File: config.mk
export PLATFORM = sky130hd
export DESIGN_NAME = lpm_req_arbiter
export DESIGN_NICKNAME = d
export VERILOG_FILES = /design/src/rtl/lpm_pkg.sv /design/src/rtl/lpm_rr_pick.sv /design/src/rtl/lpm_req_arbiter.sv
export SDC_FILE = /design/constraint.sdc
export NUM_CORES = 1
export LEC_CHECK = 0
export BUFFER_PORTS_ARGS = -buffer_cell sky130_fd_sc_hd__buf_2
export CORE_AREA = 3 3 190 192
export DETAILED_ROUTE_END_ITERATION = 10
export DIE_AREA = 0 0 193 195
export SLEW_MARGIN = 5
export SYNTH_ARGS = -nofsm -noshare
export SYNTH_HDL_FRONTEND = slang
export SYNTH_SLANG_ARGS = --single-unit
File: constraint.sdc
create_clock -name CLK -period 2.7 [get_ports CLK]
set_input_delay 0.54 -clock CLK [delete_from_list [all_inputs] [get_ports CLK]]
set_output_delay 0.54 -clock CLK [all_outputs]
set_load 0.02 [all_outputs]
File: src/rtl/lpm_pkg.sv
// Shared LPM types: the {a,b,c} payload triple, payload width, clog2 helper.
package lpm_pkg;

  typedef struct packed {
    logic [31:0] c;
    logic [31:0] b;
    logic [31:0] a;
  } lpm_triple_t;

  localparam int LPM_WIDTH = 96;

  function automatic int clog2(input int n);
    int r;
    r = 0;
    while ((1 << r) < n) r++;
    return r;
  endfunction

endpackage

File: src/rtl/lpm_rr_pick.sv
// Combinational round-robin picker: first set request at or after rr, wrapping.
module lpm_rr_pick
  import lpm_pkg::*;
#(
  parameter int NREQ = 4,
  parameter int TAGW = 2
) (
  input  logic [NREQ-1:0] i_req,
  input  logic [TAGW-1:0] i_rr,
  output logic [TAGW-1:0] o_idx,
  output logic            o_found
);

  int w_j;

  // Scan from farthest to nearest so the closest request to rr wins last.
  always_comb begin
    o_idx   = '0;
    o_found = 1'b0;
    w_j     = 0;
    for (int k = NREQ - 1; k >= 0; k--) begin
      w_j = int'(i_rr) + k;
      if (w_j >= NREQ) w_j = w_j - NREQ;
      if (i_req[w_j]) begin
        o_idx   = TAGW'(w_j);
        o_found = 1'b1;
      end
    end
  end

endmodule

File: src/rtl/lpm_req_arbiter.sv
// Round-robin arbiter feeding one holding register into a shared FIFO.
// Define LPM_ARB_STATS_EN to add per-requester grant and stall counters.
module lpm_req_arbiter
  import lpm_pkg::*;
#(
  parameter int NREQ  = 4,
  parameter int WIDTH = LPM_WIDTH,
  parameter int TAGW  = clog2(NREQ)
) (
  input  logic                  CLK,
  input  logic                  nRST,
  input  logic [NREQ-1:0]       req_enq__ENA,
  input  logic [NREQ*WIDTH-1:0] req_enq_v,
  output logic [NREQ-1:0]       req_enq__RDY,
  output logic                  out_enq__ENA,
  output logic [WIDTH-1:0]      out_enq_v,
  output logic [TAGW-1:0]       out_enq_tag,
  input  logic                  out_enq__RDY
`ifdef LPM_ARB_STATS_EN
  ,
  output logic [NREQ*16-1:0]    stat_grants,
  output logic [15:0]           stat_stall
`endif
);

  logic             r_hvalid;
  logic [WIDTH-1:0] r_hdata;
  logic [TAGW-1:0]  r_htag;
  logic [TAGW-1:0]  r_rr;

  logic             w_pop;
  logic             w_accept;
  logic             w_xfer;
  logic [TAGW-1:0]  w_g;
  logic             w_found;

  assign w_pop    = r_hvalid & out_enq__RDY;
  assign w_accept = !r_hvalid | w_pop;
  assign w_xfer   = w_found & w_accept;

  lpm_rr_pick #(
    .NREQ(NREQ),
    .TAGW(TAGW)
  ) u_pick (
    .i_req  (req_enq__ENA),
    .i_rr   (r_rr),
    .o_idx  (w_g),
    .o_found(w_found)
  );

  always_comb begin
    req_enq__RDY = '0;
    if (w_found) req_enq__RDY[w_g] = w_accept;
  end

  assign out_enq__ENA = r_hvalid;
  assign out_enq_v    = r_hdata;
  assign out_enq_tag  = r_htag;

  // A transfer overrides a same-cycle pop, so there is no bubble.
  always_ff @(posedge CLK) begin
    if (!nRST) begin
      r_hvalid <= 1'b0;
      r_hdata  <= '0;
      r_htag   <= '0;
      r_rr     <= '0;
    end else if (w_xfer) begin
      r_hvalid <= 1'b1;
      r_hdata  <= req_enq_v[int'(w_g)*WIDTH +: WIDTH];
      r_htag   <= w_g;
      r_rr     <= (w_g == TAGW'(NREQ - 1)) ? '0 : w_g + 1'b1;
    end else if (w_pop) begin
      r_hvalid <= 1'b0;
    end
  end

`ifdef LPM_ARB_STATS_EN
  logic [NREQ-1:0][15:0] r_grants;
  logic [15:0]           r_stall;

  always_ff @(posedge CLK) begin
    if (!nRST) begin
      r_grants <= '0;
      r_stall  <= '0;
    end else begin
      if (w_xfer && r_grants[w_g] != 16'hFFFF)
        r_grants[w_g] <= r_grants[w_g] + 16'd1;
      if (r_hvalid && !out_enq__RDY && r_stall != 16'hFFFF)
        r_stall <= r_stall + 16'd1;
    end
  end

  assign stat_grants = r_grants;
  assign stat_stall  = r_stall;
`endif

endmodule

# After elaboration in Yosys (flattened, before gate mapping)
# Index checks and enable logic that the tools add are counted.
[classes] addsub=8 multipliers=1 n_lt_le_gt_ge=10 eq_ne=1 shift=1 muxes=30 bitwise=4 n_reduce_logical=3
[ops] operator="indexed part select 384 x 10 -> 96 bit" count=1
[ops] operator="less-than comparator 32 x 4 -> 1 bit, second input constant" count=4
[ops] operator="two-way mux 32 bit" count=4
[ops] operator="greater-or-equal comparator 32 x 4 -> 1 bit, second input constant" count=3
[ops] operator="subtractor 32 x 4 -> 32 bit, second input constant" count=3
[ops] operator="two-way mux 1 bit" count=15
[ops] operator="two-way mux 2 bit" count=5
[ops] operator="binary-select mux 1 bit (select 2 bit)" count=4
[ops] operator="adder 2 x 2 -> 3 bit, second input constant" count=2
[ops] operator="bitwise AND 4 bit" count=1
[ops] operator="multiplier 2 x 2 -> 4 bit, second input constant" count=1
[ops] operator="two-way mux 4 bit" count=1
[ops] operator="subtractor 2 x 3 -> 4 bit, second input constant" count=1
[ops] operator="adder 2 x 1 -> 3 bit, second input constant" count=1
[ops] operator="greater-or-equal comparator 2 x 3 -> 1 bit, second input constant" count=1
[ops] operator="less-than comparator 2 x 3 -> 1 bit, second input constant" count=1
[ops] operator="adder 2 x 1 -> 2 bit, second input constant" count=1
[ops] operator="bitwise AND 1 bit" count=2
[ops] operator="demux 1 bit (select 2 bit)" count=1
[ops] operator="equality test 2 bit, second input constant" count=1
[ops] operator="greater-or-equal comparator 2 x 1 -> 1 bit, second input constant" count=1
[ops] operator="nonzero test 2 bit" count=1
[ops] operator="logical AND 1 bit" count=1
[ops] operator="zero test 1 bit" count=1
[ops] operator="OR 1 bit" count=1
[totals] regBits=101 input_bits=391 out_inout_bits=103 elab_cells=62

# Depth between registers and ports, before layout
# Gate-level depths: netlist (run 1).
[depth] word_depth=16 ltp_mapped=9 depth_no_buf=6

# Modules after synthesis
# A second synthesis (run 1) with hierarchy kept.
[unflattened] hier_cells=379 hier_area_um2=5547.8
[modules_own_cells] module="lpm_req_arbiter" instances=1 cells_per_inst=366 area_each_um2=5470.2 seq_area_each_um2=2021.9
[modules_own_cells] module="lpm_rr_pick" instances=1 cells_per_inst=13 area_each_um2=77.6 seq_area_each_um2=0.0

# Worst setup path after synthesis (run 1)
# OpenSTA, ideal clock, no wires.
[synth_timing] kind="input to output" start="in req_enq__ENA[0]" end="out req_enq__RDY[0]" t_arrival_ns=1.844 t_required_ns=2.160 path_slack_ns=0.316 cell_stages=7 path_buffers=3 cell_sequence="a21oi_1 -> o21ai_0 -> a21oi_1 -> buf_2 -> buf_4 -> buf_2 -> nor3b_1"
[synth_via] elab_chain_cells=13 word_cells_on_any_way=27 classes_between="2 x order compare; 23 x mux; 1 x bitwise; 1 x reduce/logical"
[synth_lines] element="start, declared" line_no="lpm_req_arbiter.sv:12" source="input logic [NREQ-1:0] req_enq__ENA,"
[synth_lines] element="binary-select mux 1 bit (select 2 bit)" line_no="lpm_rr_pick.sv:24" source="if (i_req[w_j]) begin"
[synth_lines] element="two-way mux 1 bit (implied by the code) (2 in a row)" line_no="lpm_rr_pick.sv:24"
[synth_lines] element="two-way mux 2 bit (4 in a row)" line_no="lpm_rr_pick.sv:24"
[synth_lines] element="less-than comparator 2 x 3 -> 1 bit (implied by the code) / greater-or-equal comparator 2 x 1 -> 1 bit (equally long branches)" line_no="lpm_req_arbiter.sv:53" source="if (w_found) req_enq__RDY[w_g] = w_accept;"
[synth_lines] element="logical AND 1 bit (implied by the code)" line_no="lpm_req_arbiter.sv:53"
[synth_lines] element="two-way mux 1 bit (implied by the code)" line_no="lpm_req_arbiter.sv:53"
[synth_lines] element="demux 1 bit (select 2 bit)" line_no="lpm_req_arbiter.sv:53"
[synth_lines] element="bitwise AND 4 bit (no line)"
[synth_lines] element="two-way mux 4 bit (*)" line_no="lpm_req_arbiter.sv:53"
[synth_lines] element="end, declared" line_no="lpm_req_arbiter.sv:14" source="output logic [NREQ-1:0] req_enq__RDY,"
# Mark *: on every way between the ends. The rest lies on a longest branch, timed or not. The select of a mux whose other input is x is not followed.

# Worst setup path after layout (run 1)
[layout_timing] start="reg r_rr[0]" end="out req_enq__RDY[3]"
[layout_via] elab_chain_cells=16 word_cells_on_any_way=42 classes_between="7 x add/sub; 6 x order compare; 27 x mux; 1 x bitwise; 1 x reduce/logical"
[layout_lines] element="start, declared" line_no="lpm_req_arbiter.sv:29" source="logic [TAGW-1:0] r_rr;"
[layout_lines] element="start signal, assigned" line_no="lpm_req_arbiter.sv:71" source="r_rr <= (w_g == TAGW'(NREQ - 1)) ? '0 : w_g + 1'b1;"
[layout_lines] element="adder 2 x 2 -> 3 bit" line_no="lpm_rr_pick.sv:22" source="w_j = int'(i_rr) + k;"
[layout_lines] element="subtractor 32 x 4 -> 32 bit / greater-or-equal comparator 32 x 4 -> 1 bit (equally long branches)" line_no="lpm_rr_pick.sv:23" source="if (w_j >= NREQ) w_j = w_j - NREQ;"
[layout_lines] element="two-way mux 32 bit" line_no="lpm_rr_pick.sv:23"
[layout_lines] element="binary-select mux 1 bit (select 2 bit)" line_no="lpm_rr_pick.sv:24"
[layout_lines] element="two-way mux 1 bit (implied by the code) (2 in a row)" line_no="lpm_rr_pick.sv:24"
[layout_lines] element="two-way mux 2 bit (4 in a row)" line_no="lpm_rr_pick.sv:24"
[layout_lines] element="less-than comparator 2 x 3 -> 1 bit (implied by the code) / greater-or-equal comparator 2 x 1 -> 1 bit (equally long branches)" line_no="lpm_req_arbiter.sv:53"
[layout_lines] element="logical AND 1 bit (implied by the code)" line_no="lpm_req_arbiter.sv:53"
[layout_lines] element="two-way mux 1 bit (implied by the code)" line_no="lpm_req_arbiter.sv:53"
[layout_lines] element="demux 1 bit (select 2 bit)" line_no="lpm_req_arbiter.sv:53"
[layout_lines] element="bitwise AND 4 bit (no line)"
[layout_lines] element="two-way mux 4 bit (*)" line_no="lpm_req_arbiter.sv:53"
# Marks and branches as above.

==> results of run 1 <==
==> sequential cells by signal, summed over array words and instances, names as in the netlist <==
signal        flops
out_enq_v        96
out_enq__ENA      1
r_rr              2
out_enq_tag       2
==> logic make-up (layout without fill, tap and decap cells) <==
family,Yosys count,in the layout
buffers and inverters,60,541
multiplexers,194,194
AO/OA/AOI/OAI,108,108
other,0,1
adder cells (fa/ha/maj),2,2
flip-flops,101,101
AND/OR/NAND/NOR,111,111
==> final cells by class <==
cell class | instances | area share, %
multi-input combinational | 415 | 38.8
timing repair buffer | 521 | 30.1
sequential | 101 | 21.6
tap | 455 | 6.07
clock buffer | 10 | 2.55
clock inverter | 5 | 0.654
inverter | 5 | 0.200
antenna | 1 | 0.0267
==> metrics by stage <==
stage	utilization (%)	hold WS, ns	std cells	power, mW
after floorplan	-	0.518	576	3.40
after global placement	26.3	0.438	1497	4.27
after detailed placement	26.3	0.447	1497	4.30
after CTS	27.1	0.425	1512	5.72
after global routing	27.1	0.463	1512	5.94
final	27.2	0.460	1513	5.61
==> path summary, 6_finish.rpt <==
check / end / slack (ns)
worst max-delay path: req_enq__RDY[3] / 0.30
worst min-delay path: out_enq_v[38] / 0.46
worst max register to register: out_enq_v[15] / 0.60
worst min register to register: out_enq_v[38] / 0.46
==> layer usage <==
metal  GRT usage (%)  vias to the layer above  routed length [um]
li1                -                     3153                   -
met5               0                        -                  13
met1            13.7                     3003                9620
met4            5.52                        2                 752
met3            3.36                       26                2150
met2            22.0                      327               12300
==> tightest hold or removal path: stages (launching register included) <==
cell and delay [ns]:
dfxtp_1 0.32, nand2_1 0.05, o221ai_1 0.06
==> power breakdown <==
group	internal (mW)	total [mW]	switching [mW]
registers	1.76	1.91	0.147
logic	1.06	2.34	1.28
clock network	0.741	1.36	0.621
==> cells in the mapped netlist, types with 2 or more instances <==
cell type | number | area share (%)
and2_1 | 2 | 0.21
inv_1 | 4 | 0.25
nor2b_1 | 3 | 0.31
mux2i_1 | 194 | 32
o21ai_0 | 2 | 0.17
a21boi_0 | 2 | 0.25
nand2_1 | 98 | 6.1
buf_4 | 11 | 1.4
o221ai_1 | 56 | 8.2
a21oi_1 | 6 | 0.50
dfxtp_1 | 101 | 34
buf_6 | 8 | 1.5
buf_2 | 18 | 1.5
clkbuf_1 | 16 | 1.0
o221ai_2 | 40 | 10
ha_1 | 2 | 0.42
nand2b_1 | 3 | 0.31
==> cell usage in the layout (no fill, tap or decap), drive strengths merged <==
cell type and count:
a21boi 2, diode 1, o21ai 2, bufinv 1, a22o 1, nand2b 3
nand3b 1, o221ai 96, nor2 1, ha 2, a221oi 1, clkbuf 10
inv 5, mux2i 194, a21oi 6, dfxtp 101, clkinv 1, nor3b 1
clkinvlp 3, buf 521, and2 2, nor4 1, nor2b 3, nand3 1
nand2 98
==> results.yml, run 1 <==
outcome:
  status: "complete, no violations"
floorplan:
  io_pins: 494
  die_h_um: 195
  initial_utilization_pct: 17.3
  row_count: 68
  core_area_um2: 34500
  floorplan.die_area_um2: 37600
  die_w_um: 193
sta:
  tns_ns: 0
  fin_ws_ns: 0.299
  hold_viol: 0
  max_freq_ghz: 0.417
  period_share_pct: 88.9
  tightest_slew_ns: 0.405
  rsz0062_at_grt: "no"
  slew_violations: 0
  period_needed_ns: 2.40
  relSlewSlack_pct: 73.0
  clock_skew_ns: 0.00961
  setup_violations: 0
place:
  gp_congestion: 0.854
  hpwl_mm: 20.3
  dpl_cell_area_um2: 9080
  pre_cts_slack_ns: 0.323
  place.port_buffers: 493
synthesis:
  synth-xor-area-share_pct: 0
  synthMuxAreaShare_pct: 32.4
  synthFlopType: "dfxtp_1"
  synth-adder-area-share_pct: 0.418
  synth.distinct_cells: 27
  synth_compound_area_share_pct: 19.7
  synth_area_um2: 5990
  ys_seq_area_share_pct: 33.8
  synth.ff_latch_count: 101
  synth_top_family_by_area: "multiplexers"
  synth_edf_count: 0
  synthCells: 576
  synthSimpleGateAreaFrac_pct: 7.62
  syn_nets: 969
  synthArstFlopShare_pct: 0
  yosys_warnings: 0
  avgSynthCellArea_um2: 10.4
worst_setup_path:
  crit_chain: "inv_1 -> a22o_1 -> a221oi_4 -> buf_4 -> ha_1 -> and2_1 -> buf_2"
  arrival_ns: 1.86
  path_buf_inv: 3
  crit_cells: 7
  worstSetupPathType: "register to output pin"
  cp.required_ns: 2.16
  slowest_stage: "dfxtp_1"
  r2r_cells: 7
  r2r_start: "r_rr[1]"
  end_kind: "output pin"
  worstPathMaxFanout: 6
  crit_path_start_kind: "register"
  max_stage_delay_ns: 0.34
  critPathTopFamily: "compound AO/OA/AOI/OAI gates"
  setup.worst_path.start: "r_rr[0]"
clock_tree:
  cts_tree: "built"
  cts.sinks: 101
  h-tree-depth: 3
  post_cts_resized: 0
  post_cts.repair.setup_buffers: 0
  clkTransAtPathRegs_ns: 0.07
  clk_latency_ns: 0.36
  clock_path_buffers: 2
  cts-root-buf: "clkbuf_16"
  cts_made_buffers: 9
  cts_hold_buf: 0
power_and_ir_drop:
  leakage_nw: 4.50
  peakVddDrop_uv: 292
  pwr_density_cell_nw_per_um2: 598
grt:
  grt_usage_pct: 12.4
  grt_pass1_vias: 6419
  antenna_found_initial: 2
  grt.overflow.total: 0
  grt_max_degree: 53
  grt_pass1_wl_mm: 35.5
detailed_routing:
  ant_nets: 0
  vias_per_cell: 4.30
  wl_mm: 24.8
  vias: 6511
  dr.first_iter.drc_count: 168
  wl_per_cell_um: 16.4
  firstDrtPassIters: 4
  drcViolationCount: 0
hold_path:
  min_path_type: "register to register"
  worstHoldStart: "out_enq_v[38]"
  hold_path_depth: 2
finish:
  multi_input_area_um2: 3640
  final_area_um2: 9380
  final_nets: 1446
  drive_gt1_share_pct: 55.1
  area_growth_pct: 56.6
  fill_cells: 3695
  regArea_um2: 2020
run:
  maxCapViolCount: 0
No activity file was read; power rests on OpenSTA's default activity.
==> run 2, diff against run 1 <==
--- a/config.mk
+++ b/config.mk
@@ -9,6 +9,7 @@
 export CORE_AREA = 3 3 190 192
 export DETAILED_ROUTE_END_ITERATION = 10
 export DIE_AREA = 0 0 193 195
+export REMOVE_ABC_BUFFERS = 1
 export SLEW_MARGIN = 5
 export SYNTH_ARGS = -nofsm -noshare
 export SYNTH_HDL_FRONTEND = slang
==> results.yml, run 2 (synthesized netlist as in run 1, its figures left out) <==
outcome:
  status: "complete, no violations"
power_and_ir_drop:
  power_mw: 5.73
  combPwrFrac_pct: 40.4
  clkPwrFrac_pct: 26.4
  leakage_nw: 4.52
  p_int_mw: 3.72
  peakVddDrop_uv: 287
  switchingPower_mw: 2.01
  p_seq_share_pct: 33.2
  swShare_pct: 35.0
  pwr_density_cell_nw_per_um2: 610
sta:
  tns_ns: 0
  tightest_slew_ns: 0.924
  hold_ws_ns: 0.456
  clock_skew_ns: 0.0109
  period_share_pct: 91.1
  max_freq_ghz: 0.406
  slew_violations: 0
  rsz0062_at_grt: "no"
  period_needed_ns: 2.46
  relSlewSlack_pct: 38.4
  setup_violations: 0
  hold_viol: 0
clock_tree:
  post_cts_resized: 0
  clk_latency_ns: 0.36
  clkTransAtPathRegs_ns: 0.07
  post_cts.repair.setup_buffers: 0
  cts_tree: "built"
  cts.sinks: 101
  clock_path_buffers: 2
  h-tree-depth: 3
  cts_hold_buf: 0
  cts_made_buffers: 9
  cts-root-buf: "clkbuf_16"
floorplan:
  row_count: 68
  floorplan.die_area_um2: 37600
  die_w_um: 193
  die_h_um: 195
  core_area_um2: 34500
  io_pins: 494
  initial_utilization_pct: 17.3
grt:
  grt_pass1_vias: 6406
  grt_pass1_wl_mm: 33.3
  grt.overflow.total: 0
  antenna_found_initial: 0
  grt_usage_pct: 11.3
  grt_max_degree: 54
finish:
  final_area_um2: 9390
  final_nets: 1449
  layout_common_cells: "buf_2 (493), mux2i_1 (194), dfxtp_1 (101)"
  post-route-util_pct: 27.2
  area_growth_pct: 56.7
  drive_gt1_share_pct: 55.1
  largest_reg_flops: 96
  diodes: 0
  layout_commonest_cell: "buf_2"
detailed_routing:
  ant_nets: 0
  wl_per_cell_um: 15.1
  firstDrtPassIters: 4
  vias_per_cell: 4.22
  drcViolationCount: 0
  wl_mm: 22.8
  vias: 6390
  dr.first_iter.drc_count: 203
place:
  hpwl_mm: 18.6
  gp_congestion: 0.850
  dpl_cell_area_um2: 9050
  place.port_buffers: 493
run:
  maxCapViolCount: 0
worst_setup_path:
  cp_common_cell: "buf_2"
  worstPathMaxFanout: 9
  cp.required_ns: 2.16
  worstSetupPathType: "input port to output pin"
  crit_chain: "buf_2 -> nor4_1 -> a21oi_1 -> nor3b_1 -> buf_2"
  max_stage_delay_ns: 0.71
  slowest_stage: "a21oi_1"
  end_kind: "output pin"
  crit_path_start_kind: "input port"
  arrival_ns: 1.92
hold_path:
  min_path_type: "register to register"
-- run 2: cell count changes in the layout (fill, tap and decap cells not counted) --
cell / delta
buf_4: +7
clkinvlp_4: -2
diode_2: -1
bufinv_16: +2
buf_12: -4
clkinv_4: -1
-- run 2: critical path: cells and delay by family --
family | cells | cell delay, ns
buffers and inverters | 2 | 0.31
AND/OR/NAND/NOR | 2 | 0.35
AO/OA/AOI/OAI | 1 | 0.71
-- run 2: layout make-up --
class / instances / area [um^2]
fillers: 3718 / 25200
multi-input cells: 415 / 3640
repair buffers: 524 / 2800
flip-flops and latches: 101 / 2020
well taps: 455 / 569
clock buffers: 10 / 239
clock inverters: 4 / 97.6
inverters: 5 / 18.8
-- run 2: per-layer routing --
layer | vias to the layer above | track usage [%] | share of wire [%]
li1 | 3146 | - | -
met1 | 2920 | 12.5 | 40
met2 | 312 | 20.8 | 51
met3 | 12 | 3.81 | 8.7
met4 | 0 | 2.41 | 0.78
met5 | - | 0 | 0
-- run 2: power groups by stage --
stage	clock [mW]	sequential, mW	combinational, mW
detailed placement	0	1.93	2.34
floorplan	0	2.18	1.36
global route	1.64	1.93	2.49
global placement	0	1.93	2.31
CTS	1.59	1.90	2.34
finish	1.51	1.90	2.32
-- run 2: final timing paths --
path / from / endpoint / slack, ns / cells past startpoint
min: out_enq_v[53] / out_enq_v[53] / 0.46 / 2
max reg2reg: r_rr[1] / out_enq_v[4] / 0.59 / 7
min reg2reg: out_enq_v[53] / out_enq_v[53] / 0.46 / 2
max: req_enq__ENA[0] / req_enq__RDY[0] / 0.24 / 5
-- run 2: metrics by stage --
step | std cells | setup slack [ns]
4_1_cts | 1514 | 0.219
5_1_grt | 1514 | 0.124
3_3_place_gp | 1500 | 0.306
3_5_place_dp | 1500 | 0.241
2_1_floorplan | 521 | -13.95
6_report | 1514 | 0.239
==> run 3, diff against run 2 <==
--- a/config.mk
+++ b/config.mk
@@ -9,6 +9,7 @@
 export CORE_AREA = 3 3 190 192
 export DETAILED_ROUTE_END_ITERATION = 10
 export DIE_AREA = 0 0 193 195
+export RECOVER_POWER = 100
 export REMOVE_ABC_BUFFERS = 1
 export SLEW_MARGIN = 5
 export SYNTH_ARGS = -nofsm -noshare
==> results.yml, run 3 (synthesized netlist as in run 1, its figures left out) <==
detailed_routing:
  wl_mm: 22.9
  wl_per_cell_um: 15.1
  dr.first_iter.drc_count: 195
  ant_nets: 0
  vias_per_cell: 4.20
  drcViolationCount: 0
  vias: 6364
  firstDrtPassIters: 4
finish:
  diodes: 0
  final_nets: 1449
  post-route-util_pct: 26.2
  drive_gt1_share_pct: 42.6
  area_growth_pct: 50.9
  layout_commonest_cell: "buf_2"
  instances_no_fill: 1514
  layout_common_cells: "buf_2 (391), mux2i_1 (194), clkbuf_1 (102)"
  largest_reg_flops: 96
worst_setup_path:
  r2r_end: "out_enq_v[36]"
  worstSetupPathType: "input port to output pin"
  worstPathMaxFanout: 9
  regToRegSetupSlack_ns: 0.44
  r2r_start: "out_enq__ENA"
  cp.required_ns: 2.16
  crit_path_start_kind: "input port"
  end_kind: "output pin"
  arrival_ns: 1.94
  r2r_cells: 6
place:
  place.port_buffers: 493
  dpl.cell_count: 1500
  hpwl_mm: 18.6
  gp_congestion: 0.850
clock_tree:
  cts_hold_buf: 0
  cts_tree: "built"
  clkTransAtPathRegs_ns: 0.07
  clk_latency_ns: 0.36
  post_cts.repair.setup_buffers: 0
  cts.sinks: 101
  clock_path_buffers: 2
  post_cts_resized: 0
  cts-root-buf: "clkbuf_16"
  cts_made_buffers: 9
  h-tree-depth: 3
grt:
  grt_usage_pct: 11.3
  grt_pass1_wl_mm: 33.3
  grt_pass1_vias: 6406
  grt_max_degree: 54
  grt.overflow.total: 0
  antenna_found_initial: 0
sta:
  max_freq_ghz: 0.403
  tns_ns: 0
  period_needed_ns: 2.48
  slew_violations: 0
  clock_skew_ns: 0.00839
  setup_violations: 0
  tightest_slew_ns: 0.910
  period_share_pct: 92.0
  relSlewSlack_pct: 39.4
  hold_ws_ns: 0.460
  hold_viol: 0
  rsz0062_at_grt: "no"
power_and_ir_drop:
  p_int_mw: 3.61
  clkPwrFrac_pct: 27.1
  leakage_nw: 4.10
  pwr_density_cell_nw_per_um2: 617
  swShare_pct: 35.2
  peakVddDrop_uv: 287
  switchingPower_mw: 1.97
  p_seq_share_pct: 34.2
  power_mw: 5.58
  combPwrFrac_pct: 38.7
run:
  maxCapViolCount: 0
floorplan:
  row_count: 68
  die_w_um: 193
  floorplan.die_area_um2: 37600
  io_pins: 494
  initial_utilization_pct: 17.3
  core_area_um2: 34500
  die_h_um: 195
hold_path:
  min_path_type: "register to register"
  hold_path_depth: 2
  worstHoldStart: "out_enq_v[53]"
  hold_end: "out_enq_v[53]"
outcome:
  status: "complete, no violations"
[run 3: cell types whose count changed in the layout (fill, tap and decap cells not counted)]
| cell | previous run | this run |
|---|---|---|
| buf_2 | 493 | 391 |
| clkbuf_1 | 0 | 102 |
| o221ai_1 | 56 | 87 |
| o221ai_2 | 40 | 9 |
| buf_12 | 8 | 6 |
| clkbuf_4 | 0 | 2 |
| buf_4 | 23 | 22 |
| clkbuf_2 | 0 | 1 |
[run 3: routing by layer]
metal	vias up	track usage, %	part of all wire, %
met1	2906	12.5	40
li1	3147	-	-
met2	300	20.8	51
met5	-	0	0
met4	0	2.41	0.78
met3	11	3.81	8.8
[run 3: how the worst max path moves through the flow]
stage,start,end,cells after the start
floorplan,req_enq__ENA[0],req_enq__RDY[1],4
global placement,req_enq__ENA[0],req_enq__RDY[0],5
detailed placement,req_enq__ENA[0],req_enq__RDY[0],5
CTS,req_enq__ENA[0],req_enq__RDY[0],5
global route,req_enq__ENA[3],req_enq__RDY[0],5
finish,req_enq__ENA[3],req_enq__RDY[0],5
[run 3: worst max-delay path, stage by stage]
cell and delay, ns:
clkbuf_1 0.12, nor4_1 0.09, a21oi_1 0.71, nor3b_1 0.29, clkbuf_2 0.21
[run 3: final cells by class]
class,count,area (um^2)
fillers,3800,25500
multi-input cells,415,3450
repair buffers,524,2650
flip-flops and latches,101,2020
well taps,455,569
clock buffers,10,239
clock inverters,4,97.6
inverters,5,18.8
[run 3: power by group through the flow]
stage | Clock, mW | Combinational (mW) | Sequential (mW)
3_5_place_dp | 0 | 2.34 | 1.93
4_1_cts | 1.59 | 2.34 | 1.90
5_1_grt | 1.64 | 2.33 | 1.94
3_3_place_gp | 0 | 2.31 | 1.93
6_report | 1.51 | 2.16 | 1.91
2_1_floorplan | 0 | 1.36 | 2.18
[run 3: per-stage QoR]
step	area [um^2]	setup slack, ns
after global placement	9050	0.306
final	9040	0.216
after CTS	9390	0.219
after detailed placement	9050	0.241
after floorplan	5650	-13.95
after global routing	9040	0.0911
